### src/rtl/sequencer_pkg.sv
// Shared command encodings and default address width for the program sequencer.
// Pure declarations: no logic, no latency, no flow control.
package sequencer_pkg;

  localparam int DEFAULT_WORD_SIZE = 8;

  localparam logic [2:0] HOLD   = 3'd0;
  localparam logic [2:0] STEP   = 3'd1;
  localparam logic [2:0] BRANCH = 3'd2;
  localparam logic [2:0] JUMP   = 3'd3;
  localparam logic [2:0] CALL   = 3'd4;
  localparam logic [2:0] RETURN = 3'd5;

endpackage

### src/rtl/return_stack.sv
// LIFO of return addresses; push/pop take effect on the next rising edge (1 cycle).
// No backpressure: a push when full or a pop when empty is silently dropped.
module return_stack #(
  parameter int WORD_SIZE   = 8,
  parameter int STACK_DEPTH = 4,
  parameter int CW          = $clog2(STACK_DEPTH + 1)
) (
  input  logic                 clock,
  input  logic                 reset_enable,
  input  logic                 push,
  input  logic                 pop,
  input  logic [WORD_SIZE-1:0] push_data,
  output logic [WORD_SIZE-1:0] top,
  output logic [CW-1:0]        count,
  output logic                 full,
  output logic                 empty
);

  localparam int AW = (STACK_DEPTH > 1) ? $clog2(STACK_DEPTH) : 1;

  logic [WORD_SIZE-1:0] mem_q [STACK_DEPTH];
  logic [CW-1:0]        count_q;
  logic [CW-1:0]        count_d;
  logic [AW-1:0]        wr_idx;
  logic [AW-1:0]        top_idx;
  logic                 do_push;
  logic                 do_pop;

  assign full    = (count_q == CW'(STACK_DEPTH));
  assign empty   = (count_q == '0);
  assign do_push = push && !full;
  assign do_pop  = pop && !empty && !do_push;
  assign wr_idx  = AW'(count_q);
  assign top_idx = AW'(count_q - CW'(1));

  always_comb begin
    count_d = count_q;
    if (do_push) begin
      count_d = count_q + CW'(1);
    end else if (do_pop) begin
      count_d = count_q - CW'(1);
    end
  end

  // Storage is never cleared; only count decides which slots are live.
  always_ff @(posedge clock) begin
    if (reset_enable) begin
      count_q <= '0;
    end else begin
      count_q <= count_d;
      if (do_push) begin
        mem_q[wr_idx] <= push_data;
      end
    end
  end

  assign top   = empty ? '0 : mem_q[top_idx];
  assign count = count_q;

endmodule

### src/rtl/program_sequencer.sv
// Program counter with step/branch/jump/call/return; every command lands after one edge.
// No backpressure: one command per cycle, stack misuse sets a sticky error instead.
module program_sequencer
  import sequencer_pkg::*;
#(
  parameter int WORD_SIZE   = DEFAULT_WORD_SIZE,
  parameter int STACK_DEPTH = 4,
  parameter int STEP_SIZE   = 1
) (
  input  logic                               clock,
  input  logic                               reset_enable,
  input  logic [2:0]                         command,
  input  logic [WORD_SIZE-1:0]               value,
  input  logic                               clear_error,
  output logic [WORD_SIZE-1:0]               pc,
  output logic [$clog2(STACK_DEPTH+1)-1:0]   stack_count,
  output logic                               stack_empty,
  output logic                               stack_full,
  output logic [WORD_SIZE-1:0]               stack_top,
  output logic                               stack_error
);

  localparam int CW = $clog2(STACK_DEPTH + 1);
  localparam logic [WORD_SIZE-1:0] STEP_W = WORD_SIZE'(STEP_SIZE);

  logic [WORD_SIZE-1:0] pc_q;
  logic [WORD_SIZE-1:0] pc_d;
  logic                 err_q;
  logic                 err_d;
  logic                 push;
  logic                 pop;
  logic [WORD_SIZE-1:0] push_data;

  assign push_data = pc_q + STEP_W;

  // A fresh error outranks clear_error, so the set below overrides the clear.
  always_comb begin
    pc_d  = pc_q;
    err_d = clear_error ? 1'b0 : err_q;
    push  = 1'b0;
    pop   = 1'b0;
    case (command)
      STEP:   pc_d = pc_q + STEP_W;
      BRANCH: pc_d = pc_q + value;
      JUMP:   pc_d = value;
      CALL: begin
        if (stack_full) begin
          err_d = 1'b1;
        end else begin
          push = 1'b1;
          pc_d = value;
        end
      end
      RETURN: begin
        if (stack_empty) begin
          err_d = 1'b1;
        end else begin
          pop  = 1'b1;
          pc_d = stack_top;
        end
      end
      default: pc_d = pc_q;
    endcase
  end

  always_ff @(posedge clock) begin
    if (reset_enable) begin
      pc_q  <= '0;
      err_q <= 1'b0;
    end else begin
      pc_q  <= pc_d;
      err_q <= err_d;
    end
  end

  return_stack #(
    .WORD_SIZE  (WORD_SIZE),
    .STACK_DEPTH(STACK_DEPTH),
    .CW         (CW)
  ) u_return_stack (
    .clock       (clock),
    .reset_enable(reset_enable),
    .push        (push),
    .pop         (pop),
    .push_data   (push_data),
    .top         (stack_top),
    .count       (stack_count),
    .full        (stack_full),
    .empty       (stack_empty)
  );

  assign pc          = pc_q;
  assign stack_error = err_q;

endmodule

### config.mk
export PLATFORM = sky130hd
export DESIGN_NAME = program_sequencer
export DESIGN_NICKNAME = d
export VERILOG_FILES = /design/src/rtl/sequencer_pkg.sv /design/src/rtl/return_stack.sv /design/src/rtl/program_sequencer.sv
export SDC_FILE = /design/constraint.sdc
export NUM_CORES = 1
export LEC_CHECK = 0
export BUFFER_PORTS_ARGS = -buffer_cell sky130_fd_sc_hd__buf_4
export CAP_MARGIN = 5
export CORE_UTILIZATION = 30
export DETAILED_ROUTE_END_ITERATION = 12
export MAX_ROUTING_LAYER = met4
export SLEW_MARGIN = 20
export SYNTH_ARGS = -nofsm -noshare
export SYNTH_HDL_FRONTEND = slang
export SYNTH_SLANG_ARGS = --single-unit
### constraint.sdc
create_clock -name clock -period 3 [get_ports clock]
set_input_delay 0.6 -clock clock [delete_from_list [all_inputs] [get_ports clock]]
set_output_delay 0.6 -clock clock [all_outputs]
set_load 0.02 [all_outputs]
## Word level (Yosys, flattened, before mapping)

Memories as Yosys holds them, arrays and structs flattened.
Cells that the tools add are included.

| storage, ports and cells | value |
|---|---|
| bits of input ports | 14 |
| register bits | 12 |
| logic and storage cells | 43 |
| bits in writable memories | 32 |
| memories | 1 |
| output and inout bits | 22 |

| cells by class | value |
|---|---|
| multiplexer cells | 17 |
| reduce and logical (&&, ||, !) cells | 10 |
| add/sub/neg operators | 4 |
| eq/ne operators | 8 |

Memory list:

| memory | words | bits a word | rd ports | clocked after Yosys merged registers in | write ports | RTL line | source |
|---|---|---|---|---|---|---|---|
| u_return_stack.mem_q | 4 | 8 | 1 | 0 | 1 | return_stack.sv:21 | `logic [WORD_SIZE-1:0] mem_q [STACK_DEPTH];` |

Operators by type and width:

| cell | count |
|---|---|
| $pmux W8 S5 | 1 |
| $mux W8 | 3 |
| $mux W1 | 10 |
| $eq A3 B3 Y1 const B | 3 |
| $add A8 B1 Y8 const B | 1 |
| $add A8 B8 Y8 | 1 |
| $eq A3 B2 Y1 const B | 2 |
| $mux W3 | 2 |
| $reduce_bool A5 Y1 | 1 |
| $ne A2 B2 Y1 const B | 2 |
| $add A3 B1 Y3 const B | 1 |
| $eq A3 B1 Y1 const B | 1 |
| $logic_and A1 B1 Y1 | 3 |
| $logic_not A1 Y1 | 3 |
| $logic_not A3 Y1 | 1 |
| $reduce_and A3 Y1 | 1 |
| $sub A3 B1 Y3 const B | 1 |
| $pmux W1 S2 | 1 |
| $reduce_bool A2 Y1 | 1 |

## Longest topological paths before layout

| logic depth | value |
|---|---|
| depth in word-level cells | 8 |
| mapped depth | 9 |

## By module

From an unflattened synthesis, not the netlist that was laid out.

| second synthesis, totals | value |
|---|---|
| cells, all modules | 235 |
| area total of the unflattened synthesis | 2656.3 µm² |

Modules (own cells, without submodules):

| module | seq. area each (µm²) | times used | cells each | area each (µm²) |
|---|---|---|---|---|
| return_stack | 1021.0 | 1 | 83 | 1492.7 |
| program_sequencer | 180.2 | 1 | 152 | 1163.6 |

## Least setup slack after synthesis

Ideal clock, no wire load.

| timing | value |
|---|---|
| path kind | reg2out |
| start | register u_return_stack.count_q[0], in the netlist u_return_stack.count[0] |
| end | output port stack_top[6] |
| stages on the path, launching flop included | 7 |
| arrival time | 2.141 ns |
| required time | 2.400 ns |
| slack | 0.259 ns |
| path buffers | 2 |
| cell sequence | dfxtp_1 > buf_2 > inv_1 > ha_1 > clkbuf_1 > mux4_2 > and2_2 |

| on the way | value |
|---|---|
| cells in the longest elaborated chain, start to end | 3 |
| elaborated cells on any way between the ends | 4 |
| those cells by class | add/sub (1); mux (1); reduce/logical (1); memory (1) |

RTL lines:

| element | RTL line | source |
|---|---|---|
| start: declaration | return_stack.sv:22 | `logic [CW-1:0] count_q;` |
| start signal: assignment | return_stack.sv:50 | `count_q <= count_d;` |
| $sub A3 B1 Y3 | return_stack.sv:34 | `assign top_idx = AW'(count_q - CW'(1));` |
| $mem_v2 Z4 W8 | - |  |
| $mux W8 * | return_stack.sv:57 | `assign top = empty ? '0 : mem_q[top_idx];` |
| end: declaration | program_sequencer.sv:19 | `output logic [WORD_SIZE-1:0] stack_top,` |

Mark *: on every way between the ends. The rest lies on a longest branch, timed or not.

## Worst setup path in the final report

| timing | value |
|---|---|
| start | register u_return_stack.count_q[1], in the netlist u_return_stack.count[1] |
| end | output port stack_top[4] |

The elaborated chain is that of the path after synthesis.

==> results.json <==
{
  "synth_top_cell_by_area": "edfxtp_1",
  "synth_cell_types": 52,
  "drc": 0,
  "clkPwrFrac": 0.250,
  "wl_per_cell_um": 17.7,
  "fin_ws_ns": 0.244,
  "cts_post_setup_buffers_inserted": 0,
  "cts_sinks": 44,
  "ys.flop_type": "edfxtp_1",
  "final_common_cell": "buf_4",
  "tightest_slew_ns": 0.493,
  "setup_viol": 0,
  "gp_congestion": 0.867,
  "grt_pass1_vias": 2013,
  "yosys_warnings": 0,
  "die_w_um": 96.0,
  "critical_path_buf_inv_count": 2,
  "diodes": 0,
  "drive_gt1_frac": 0.239,
  "synth_edf_count": 32,
  "vias": 2094,
  "grt_max_degree": 24,
  "clk-insertion-delay-late_ns": 0.30,
  "cp.required_ns": 2.40,
  "antenna_left": 0,
  "fin_nets": 312,
  "max_slew_margin": 0.669,
  "power.internal_mw": 1.00,
  "initial_core_util": 0.316,
  "synth_top_cell_area_share": 0.362,
  "holdCritPathClass": "reg -> reg",
  "leakagePower_nw": 1.20,
  "root_buffer": "clkbuf_8",
  "synthArstFlopShare": 0,
  "antenna_found_initial": 0,
  "cts_tree": "yes",
  "viasPerCell": 5.37,
  "crit_type": "reg -> out",
  "max_stage_delay_ns": 0.60,
  "r2r_slack_ns": 0.69,
  "synth-seq-cells": 44,
  "crit_slowest_cell": "ha_1",
  "end_kind": "primary output",
  "drt-total-wl_um": 6910,
  "clock.fmax_mhz": 363,
  "startpoint": "u_return_stack.count[1]",
  "hold_slack_ns": 0.509,
  "hold_viol_final": 0,
  "r2r-start": "pc[1]",
  "synthesis.area_mm2": 0.00265,
  "power_density_mw_per_mm2": 464,
  "grt-ovfl-total": 0,
  "die-area_mm2": 0.00922,
  "synth_cells": 248,
  "cts_resized": 0,
  "sw_frac_of_total": 0.306,
  "rsz0062_at_grt": "false",
  "crit_cells": 5,
  "p_comb_frac": 0.262,
  "fin_crit_ns": 2.76,
  "ir_drop_mv": 0.170,
  "endpoint": "stack_top[4]",
  "tns_ns": 0,
  "drv_cap": 0,
  "slew_violations": 0,
  "final.fill_count": 829,
  "core_region_area_mm2": 0.00838,
  "worstPathArrival_ns": 2.16,
  "track_usage": 0.163,
  "cts_buffer_depth": 2,
  "yosysSeqAreaShare": 0.453,
  "syn_to_final_growth_pct": 17.5,
  "dr.pass1.iters": 4,
  "dp_hpwl_um": 5180,
  "drt_iter0_markers": 122,
  "ios": 36,
  "io_buffers": 35,
  "r2r-end": "pc[5]",
  "ctsHoldBuffers": 0,
  "pre_cts_ws_ns": 0.508,
  "synthTopCellsByArea": "edfxtp_1 36%, dfxtp_1 9.1%, mux4_2 6.8%, ha_1 6.1%, o21ai_0 3.0%",
  "cpLargestDelayFamily": "adder cells",
  "synth.avg_cell_area_um2": 10.7,
  "fp-row-count": 33,
  "seqPwrFrac": 0.489,
  "final_util": 0.372,
  "path_max_fanout": 10,
  "cts_made_buffers": 5,
  "grt_pass1_wl_um": 10700,
  "finClkSkew_ns": 0.00862,
  "fin_crit_sh": 0.919,
  "reg2reg_depth": 6,
  "final_cell_mix": "39 x buf_4, 32 x edfxtp_1, 19 x nor2_1, 17 x nand2_1, 16 x o21ai_0",
  "startpoint_type": "flip-flop",
  "syn_nets": 276,
  "finalPower_mw": 1.45,
  "die_h_um": 96.0,
  "cp_cell_sequence": "inv_1, ha_1, mux4_2, and2_2, buf_4",
  "cts_max_level": 2,
  "switching_power_uw": 442,
  "status": "finished, final reports clean",
  "path_clk_slew_ns": 0.08
}
sequential cells by signal, summed over array words and instances, names as in the netlist:
register / count
u_return_stack.mem_q: 32
pc: 8
u_return_stack.count: 3
stack_error: 1
worst register-to-register path: stages, from the launching register on:
cell	delay, ns
dfxtp_1	0.49
ha_1	0.29
a211oi_1	0.47
nor2_1	0.15
or4b_1	0.48
a21boi_0	0.21
o311a_1	0.19
worst min-delay path by stage:
stage	slack [ns]	start	endpoint	depth (start not counted)
detailed placement	0.48	stack_error	stack_error	2
floorplan	0.59	stack_error	stack_error	2
global route	0.54	reset_enable	u_return_stack.count[2]	2
finish	0.51	stack_error	stack_error	2
CTS	0.52	stack_error	stack_error	2
global placement	0.49	stack_error	stack_error	2
kinds of logic after synthesis:
family / Yosys count / share of synthesized area
muxes: 13 / 0.0873
buffers and inverters: 24 / 0.0359
adders and majority gates: 14 / 0.0689
xor gates and xnor gates: 12 / 0.0396
DFF: 44 / 0.453
AOI/OAI and AO/OA: 59 / 0.148
and+or+nand+nor: 82 / 0.167
metal layers:
| metal | vias to the layer above | part of all wire | track usage |
|---|---|---|---|
| met4 | 0 | 0.0062 | 0.0348 |
| li1 | 996 | - | - |
| met1 | 1025 | 0.48 | 0.228 |
| met3 | 5 | 0.053 | 0.0269 |
| met5 | - | 0 | - |
| met2 | 68 | 0.46 | 0.249 |
area by class of cell:
type,count,area (um2),share of cell area
clock buffers,7,76.3,0.0245
multi-input cells,180,1360,0.435
well taps,105,131,0.0422
flip-flops and latches,44,1200,0.386
repair buffers,39,293,0.0940
inverters,14,52.6,0.0169
clock inverters,1,5.00,0.00161
per-stage QoR:
step / std cells / instance area [um2]
finish: 390 / 3110
global route: 390 / 3110
CTS: 390 / 3110
detailed placement: 382 / 3030
global placement: 382 / 3030
floorplan: 248 / 2650
power groups by stage:
stage / clock network (mW) / logic, mW / registers (mW)
final: 0.361 / 0.378 / 0.706
after global placement: 0 / 0.373 / 0.720
after global routing: 0.389 / 0.417 / 0.709
after floorplan: 0 / 0.235 / 0.729
after CTS: 0.369 / 0.378 / 0.706
after detailed placement: 0 / 0.377 / 0.721
cell usage after synthesis, drive strengths merged (2+ instances only):
cell     n
nor3b    2
o31a     2
inv     14
o21a     2
dfxtp   12
nand3   10
nor3     2
buf      4
a311oi   3
a211oi   2
nor2b    5
xor2     7
a21oi   13
nand2b   3
mux2i    4
xnor2    5
o211ai   3
edfxtp  32
clkbuf   6
ha      13
mux4     8
a21o     3
nor2    19
and2    10
o21ai   16
a31oi    4
nand3b   4
nand2   17
and3     6
No activity file was read; power rests on OpenSTA's default activity.
